`src/rtl/serial_sub_ctrl.sv`:
```
// Bit-serial subtractor sequencer: diff = a - b, LSB first,
// one bit per clock through a single 1-bit subtract cell.
module serial_sub_ctrl #(
   parameter int WIDTH = 8
) (
   input  logic             clk,
   input  logic             rst_n,
   input  logic             start,
   input  logic [WIDTH-1:0] a,
   input  logic [WIDTH-1:0] b,
   output logic             busy,
   output logic             done,
   output logic [WIDTH-1:0] diff,
   output logic             borrow
);

   localparam int CW = (WIDTH > 1) ? $clog2(WIDTH) : 1;
   localparam logic [CW-1:0] LAST = CW'(WIDTH - 1);

   localparam logic [1:0] S_IDLE = 2'd0;
   localparam logic [1:0] S_RUN  = 2'd1;
   localparam logic [1:0] S_DONE = 2'd2;

   logic [1:0]       state_q, state_d;
   logic [WIDTH-1:0] sa_q, sa_d;
   logic [WIDTH-1:0] sb_q, sb_d;
   logic [WIDTH-1:0] res_q, res_d;
   logic [WIDTH-1:0] diff_q, diff_d;
   logic [CW-1:0]    cnt_q, cnt_d;
   logic             bin_q, bin_d;
   logic             borrow_q, borrow_d;

   logic hs1_d, hs1_b, hs2_b;
   logic d_bit, bout;

   // 1-bit subtract cell: two half subtractors chained through the borrow
   always_comb begin
      hs1_d = sa_q[0] ^ sb_q[0];
      hs1_b = ~sa_q[0] & sb_q[0];
      d_bit = hs1_d ^ bin_q;
      hs2_b = ~hs1_d & bin_q;
      bout  = hs1_b | hs2_b;
   end

   // Sequencer: capture, shift one bit per cycle, publish on last bit
   always_comb begin
      state_d  = state_q;
      sa_d     = sa_q;
      sb_d     = sb_q;
      res_d    = res_q;
      diff_d   = diff_q;
      cnt_d    = cnt_q;
      bin_d    = bin_q;
      borrow_d = borrow_q;
      unique case (state_q)
         S_IDLE: begin
            if (start) begin
               sa_d    = a;
               sb_d    = b;
               bin_d   = 1'b0;
               cnt_d   = '0;
               state_d = S_RUN;
            end
         end
         S_RUN: begin
            res_d = {d_bit, res_q[WIDTH-1:1]};
            sa_d  = {1'b0, sa_q[WIDTH-1:1]};
            sb_d  = {1'b0, sb_q[WIDTH-1:1]};
            bin_d = bout;
            cnt_d = cnt_q + 1'b1;
            if (cnt_q == LAST) begin
               diff_d   = {d_bit, res_q[WIDTH-1:1]};
               borrow_d = bout;
               state_d  = S_DONE;
            end
         end
         S_DONE: begin
            state_d = S_IDLE;
         end
         default: begin
            state_d = S_IDLE;
         end
      endcase
   end

   // State and datapath registers, all cleared by async reset
   always_ff @(posedge clk or negedge rst_n) begin
      if (!rst_n) begin
         state_q  <= S_IDLE;
         sa_q     <= '0;
         sb_q     <= '0;
         res_q    <= '0;
         diff_q   <= '0;
         cnt_q    <= '0;
         bin_q    <= 1'b0;
         borrow_q <= 1'b0;
      end else begin
         state_q  <= state_d;
         sa_q     <= sa_d;
         sb_q     <= sb_d;
         res_q    <= res_d;
         diff_q   <= diff_d;
         cnt_q    <= cnt_d;
         bin_q    <= bin_d;
         borrow_q <= borrow_d;
      end
   end

   assign busy   = (state_q != S_IDLE);
   assign done   = (state_q == S_DONE);
   assign diff   = diff_q;
   assign borrow = borrow_q;

endmodule

```
`config.mk`:
```
export PLATFORM = sky130hd
export DESIGN_NAME = serial_sub_ctrl
export DESIGN_NICKNAME = d
export VERILOG_FILES = /design/src/rtl/serial_sub_ctrl.sv
export SDC_FILE = /design/constraint.sdc
export NUM_CORES = 1
export LEC_CHECK = 0
export CORE_ASPECT_RATIO = 1.2
export CORE_MARGIN = 2
export CORE_UTILIZATION = 30
export DETAILED_ROUTE_END_ITERATION = 10
export PLACE_DENSITY_LB_ADDON = 0.05
export SETUP_SLACK_MARGIN = 0.1
export SYNTH_ARGS = -nofsm -noshare
export SYNTH_HDL_FRONTEND = slang
export SYNTH_SLANG_ARGS = --single-unit
```
`constraint.sdc`:
```
create_clock -name clk -period 3 [get_ports clk]
set_input_delay 0.45 -clock clk [delete_from_list [all_inputs] [get_ports clk]]
set_output_delay 0.45 -clock clk [all_outputs]
set_load 0.1 [all_outputs]
```
# == Yosys cells after proc, flatten, opt, wreduce, memory -nomap -nowiden ==
# Index checks and enable logic that the tools add are counted.
# word_totals
reg_bits,39
output_inout_bits,11
elab_cells,38
# op_classes
addsub,1
eq_ne,5
muxes,11
n_bitwise,7
reduce_logical,6
# op_table
op,n
8-bit one-hot mux with 2 select lines,2
8-bit 2-to-1 mux,2
3-bit one-hot mux with 2 select lines,1
2-bit AND reduction,3
2-bit 2-to-1 mux,2
"2-bit inequality test, second input constant",2
2-bit one-hot mux with 2 select lines,1
2-bit nonzero test,2
"3-bit by 1-bit adder with 3-bit output, second input constant",1
"3-bit equality test, second input constant",1
3-bit 2-to-1 mux,1
1-bit bitwise AND,2
"2-bit by 1-bit equality test with 1-bit output, second input constant",1
"2-bit equality test, second input constant",1
2-bit zero test,1
1-bit inverter,2
1-bit one-hot mux with 2 select lines,1
1-bit XOR,2
1-bit 2-to-1 mux,1
1-bit OR,1

# == Longest topological paths before layout ==
# Gate-level depths: netlist (run 1).
# depth
depth_word,5
depth_mapped,5

# == Worst setup path after synthesis (run 1) ==
# OpenSTA, ideal clock, no wires.
# synth_timing
path_kind,register to output
start,register state_q[1]
end,output port done
t_arrival_ns,2.196
required_ns,2.550
path_slack_ns,0.354
stages_incl_launch_ff,4
cell_sequence,dfrtp_1 -> buf_2 -> clkbuf_1 -> nor2b_1
# synth_via
elab_chain_len,1
# synth_rtl
item,line,source
from (decl),24,"logic [1:0] state_q, state_d;"
from (signal assigned),98,state_q <= state_d;
2-bit equality test,110,assign done = (state_q == S_DONE);
to (decl),12,"output logic done,"
# Every way passes these cells.

# == Final worst setup path (run 1) ==
# Ends and elaborated chain as after synthesis.

==> results of run 1 <==
cell usage in the layout (no fill, tap or decap), drive strengths merged, types with 3 or more instances in the layout:
| cell | count |
|---|---|
| a211oi | 7 |
| nor3b | 9 |
| buf | 17 |
| clkdlybuf4s50 | 17 |
| dfrtp | 38 |
| mux2 | 15 |
| nand2b | 3 |
| clkbuf | 7 |
| o221a | 4 |
| or4b | 4 |
| a221oi | 3 |
| inv | 13 |
| nor4b | 10 |
worst max-delay path, delay by kind of cell, from the launching register on:
family | cells | cell delay [ns]
buffers and inverters | 2 | 0.61
flip-flops | 1 | 0.66
AND/OR/NAND/NOR | 1 | 0.15
cells by family after synthesis:
group	synth area share
AOI/OAI and AO/OA	0.108
adders and majority gates	0.0259
buffers and inverters	0.0611
DFF	0.547
muxes	0.109
and+or+nand+nor	0.150
metal layers:
metal  share of wire  vias up  GRT usage
li1                -      563          -
met1            0.45      594      0.157
met2            0.50       29      0.197
met3           0.038        5     0.0359
met4           0.012        0     0.0446
met5               0        -          0
where the power goes:
group          switching [mW]  total [mW]  internal (mW)
Combinational           0.814        1.28          0.462
Sequential              0.156       0.917          0.760
Clock                   0.174       0.359          0.185
Total                    1.14        2.55           1.41
per-stage QoR:
| stage | instance area [µm²] | total power, mW | utilization | hold WS, ns | instances |
|---|---|---|---|---|---|
| global route | 2150 | 2.73 | 0.382 | 0.348 | 231 |
| finish | 2150 | 2.55 | 0.382 | 0.265 | 231 |
| detailed placement | 2060 | 2.22 | 0.365 | 0.486 | 223 |
| global placement | 2060 | 2.20 | 0.365 | 0.488 | 223 |
| floorplan | 1740 | 1.94 | - | 0.154 | 136 |
| CTS | 2150 | 2.59 | 0.382 | 0.299 | 231 |
final cells by class:
type | count | area [µm²] | area share
flip-flops and latches | 38 | 951 | 0.443
well taps | 64 | 80.1 | 0.0373
clock inverters | 1 | 5.00 | 0.00233
repair buffers | 34 | 295 | 0.137
clock buffers | 7 | 86.3 | 0.0402
multi-input cells | 74 | 682 | 0.317
inverters | 13 | 48.8 | 0.0227
final timing paths:
path | startpoint | end | slack (ns) | cells past startpoint
setup / recovery | state_q[1] | done | 0.84 | 3
hold / removal | rst_n | borrow | 0.27 | 1
setup reg to reg | state_q[1] | res_q[4] | 1.31 | 2
hold reg to reg | diff[5] | diff[5] | 0.51 | 1
max in group asynchronous | rst_n | sb_q[4] | 2.20 | 1
min in group clk | diff[5] | diff[5] | 0.51 | 1
registers in the layout, summed over array words and instances, names as in the netlist:
signal,cells
bin_q,1
borrow,1
cnt_q,3
diff,8
res_q,7
sa_q,8
sb_q,8
state_q,2
==> flow_summary.yaml, run 1 <==
run_status:
  status: "finished clean"
logic_synthesis:
  synth_top_area_frac: 0.547
  post_synth_num_cell_types: 27
  synth_seq_cells: 38
  synth_area_leader_cell: "dfrtp_1"
  syn_inst: 136
  synth_area_per_cell_um2: 12.8
  synth_nets: 158
  synth_flop_cell: "dfrtp_1"
  yosysMostFrequentCell: "dfrtp_1"
  ys_warn_count: 0
  ys_top_cells_by_area: "dfrtp_1 (55%), mux2_2 (9.7%), nor4b_1 (5.0%)"
  ys_seq_area_frac: 0.547
  async_flop_share: 1.00
  synth_edf_count: 0
  yosys-top-cells-count: "dfrtp_1 (38), mux2_2 (15), inv_1 (13), nor4b_1 (10), nor3b_1 (9)"
  netlist_area_um2: 1740
sta:
  rsz0062_at_grt: "no"
  fin_crit_sh: 0.720
  final_hold_viol_count: 0
  period_minus_slack_ns: 2.16
  slew_violations: 0
  worst_pin_slew_ns: 0.851
  worst_slack_ns: 0.839
  finalClockSkew_ns: 0.00538
  finalSetupTns_ns: 0
  max-slew-margin-rel: 0.433
  fmax_ghz: 0.463
  setup_viol: 0
clock_tree:
  postCtsHoldBufs: 0
  cts_root_buffer: "clkbuf_8"
  insertion_delay_ns: 0.29
  clkSlewWorstSetupHoldPaths_ns: 0.07
  cts_htree_levels: 2
  post-cts-setup-buffers: 0
  tritoncts: "yes"
  cts_buffers: 5
  ctsResizeCount: 0
  clockBufferDepth: 2
  clock_sinks: 38
layout:
  fillers: 555
  nets: 188
  diodes: 0
  syn_to_final_growth_pct: 23.5
  drive_gt1_frac: 0.275
power_and_ir_drop:
  cellPowerDensity_nw_per_um2: 1190
  leakage_nw: 0.948
  vdd_drop_max_uv: 394
critical_path:
  critPathArrivalTime_ns: 1.71
  cpMostUsedCell: "buf_4"
  critPathMaxFanout: 18
  required_ns: 2.55
  critPathSlowestCell: "dfrtp_1"
  end_kind: "output port"
  critPathLaunchType: "register"
  cpPeakStageDelay_ns: 0.66
  critical_path_class: "register to output port"
  crit_path_cell_trace: "buf_4 -> nor2b_1 -> buf_4"
global_route:
  antenna_found_initial: 0
  grt_overflow_total: 0
  grt_pass1_vias: 1241
  grt_pass1_wl_mm: 6.04
  grt_max_degree: 39
  grt_usage: 0.123
drt:
  drc: 0
  vias: 1191
  drtIter0Drc: 48
  wl_per_cell_um: 15.3
  viasPerCell: 5.16
  routed_wl_mm: 3.52
  ant_nets: 0
  first_pass_iters: 4
placed_design:
  detailed_place_hpwl_mm: 2.44
  io_buffers: 29
  pre_cts_ws_ns: 0.985
  finalWeightedCongestion: 0.716
die:
  core_area_um2: 5630
  die_w_um: 73.5
  die-area_um2: 6420
  rows: 30
  start_util: 0.309
  ios: 30
  die-height_um: 87.4
flow_run:
  drv_cap: 0
hold_path:
  hp-class: "input port to asynchronous set/reset pin"
(Power assumes the default switching activity.)
==> inputs of run 2 (changes only) <==
==> constraint.sdc (replaced) <==
create_clock -name clk -period 1.75 [get_ports clk]
set_input_delay 0.2625 -clock clk [delete_from_list [all_inputs] [get_ports clk]]
set_output_delay 0.2625 -clock clk [all_outputs]
set_load 0.1 [all_outputs]
==> run 2 against run 1 <==
Sequential share of layout area shrank 4.6 points. Worst hold slack better by 0.21 ns. Via count shrank 0.67%. Flip-flop and latch count unchanged. Critical endpoint is now busy. Clock skew up 0.0052 ns. Highest routed layer unchanged.
==> flow_summary.yaml, run 2 (same netlist as run 1, synthesis figures left out) <==
drt:
  vias: 1183
  wl_per_cell_um: 14.3
  drc: 0
  ant_nets: 0
  routed_wl_mm: 3.43
  first_pass_iters: 4
  drtIter0Drc: 29
  viasPerCell: 4.93
clock_tree:
  insertion_delay_ns: 0.29
  cts_buffers: 5
  clock_sinks: 38
  clockBufferDepth: 2
  cts_htree_levels: 2
  cts_root_buffer: "clkbuf_8"
  clkSlewWorstSetupHoldPaths_ns: 0.07
  tritoncts: "yes"
sta:
  worst_pin_slew_ns: 0.533
  final_hold_viol_count: 0
  rsz0062_at_grt: "no"
  setup_viol: 0
  finalClockSkew_ns: 0.0106
  fin_crit_sh: 0.915
  period_minus_slack_ns: 1.60
  max-slew-margin-rel: 0.644
  slew_violations: 0
  finalSetupTns_ns: 0
  fmax_ghz: 0.624
die:
  die-height_um: 87.4
  start_util: 0.309
  die_w_um: 73.5
  rows: 30
  core_area_um2: 5630
  ios: 30
  die-area_um2: 6420
layout:
  nets: 197
  final_util: 0.427
  layout_commonest_cell: "dfrtp_1"
  drive_gt1_frac: 0.330
  final_cell_mix: "dfrtp_1 (36), clkdlybuf4s50_1 (17), mux2_2 (15)"
  fillers: 520
  syn_to_final_growth_pct: 38.1
  diodes: 0
critical_path:
  required_ns: 1.49
  critical_path_class: "register to output port"
  reg2reg_from: "state_q[0]"
  critPathLaunchType: "register"
  rr_worst_depth: 4
  critPathArrivalTime_ns: 1.34
  r2r_end: "sa_q[6]"
  critPathMaxFanout: 12
  r2r_slack_ns: 0.17
  end_kind: "output port"
global_route:
  grt_usage: 0.120
  grt_overflow_total: 0
  grt_max_degree: 39
  grt_pass1_vias: 1226
  antenna_found_initial: 0
  grt_pass1_wl_mm: 5.76
placed_design:
  detailed_place_hpwl_mm: 2.37
  io_buffers: 29
  finalWeightedCongestion: 0.744
power_and_ir_drop:
  power_frac_comb: 0.548
  power_switching_mw: 2.05
  vdd_drop_max_uv: 775
  p_total_mw: 4.86
  cellPowerDensity_nw_per_um2: 2020
  cellInternalPower_mw: 2.81
  pwr-share-seq: 0.327
  leakage_nw: 1.05
  swShare: 0.421
  pwr-share-clk: 0.126
flow_run:
  drv_cap: 0
hold_path:
  hp-class: "input port to asynchronous set/reset pin"
run_status:
  status: "finished clean"
run 2: per-layer routing:
| layer | up-vias | global-route usage | routed length [µm] |
|---|---|---|---|
| li1 | 577 | - | - |
| met1 | 578 | 0.145 | 1570 |
| met2 | 26 | 0.191 | 1680 |
| met3 | 2 | 0.0440 | 155 |
| met4 | 0 | 0.0496 | 21 |
| met5 | - | 0 | 0 |
run 2: power groups by stage:
stage               Combinational (mW)  Clock, mW  Sequential, mW
floorplan                         1.08          0            2.24
global placement                  2.59          0            1.62
detailed placement                2.62          0            1.63
CTS                               2.67      0.638            1.60
global route                      2.84      0.683            1.64
finish                            2.66      0.610            1.59
run 2: critical path, stage by stage, from the launching register on:
cell,delay (ns)
dfrtp_2,0.42
buf_6,0.14
or2_2,0.32
buf_12,0.17
run 2: stage by stage:
step | cell area (µm²) | cells | hold WS (ns) | worst slack (ns)
after floorplan | 1750 | 136 | -0.0331 | 0.101
after global placement | 2260 | 228 | 0.247 | -0.139
after detailed placement | 2260 | 228 | 0.246 | -0.151
final | 2400 | 240 | 0.473 | 0.149
after global routing | 2400 | 240 | 0.504 | 0.103
after CTS | 2390 | 239 | 0.469 | 0.107
run 2: what timing repair did:
action,in CTS,in global routing
gates resized for setup,3,2
cloned,0,0
endpoints found under the setup margin,2,13
hold endpoints to repair,38,0
hold buffers,1,0
setup buffers,2,1
run 2: worst max path at each step:
stage,startpoint,end,slack (ns),depth (start not counted)
detailed placement,start,sa_q[2],-0.15,3
floorplan,state_q[1],done,0.10,3
finish,state_q[1],busy,0.15,3
global placement,start,sb_q[2],-0.14,3
global route,state_q[1],busy,0.10,3
CTS,state_q[0],busy,0.11,3
run 2: layout make-up:
class | instances | area, µm² | share of cell area
Clock buffer | 7 | 86.3 | 0.0359
Clock inverter | 1 | 5.00 | 0.00208
Inverter | 13 | 48.8 | 0.0203
Multi-Input combinational cell | 74 | 693 | 0.289
Sequential cell | 38 | 953 | 0.397
Tap cell | 64 | 80.1 | 0.0333
Timing Repair Buffer | 43 | 536 | 0.223
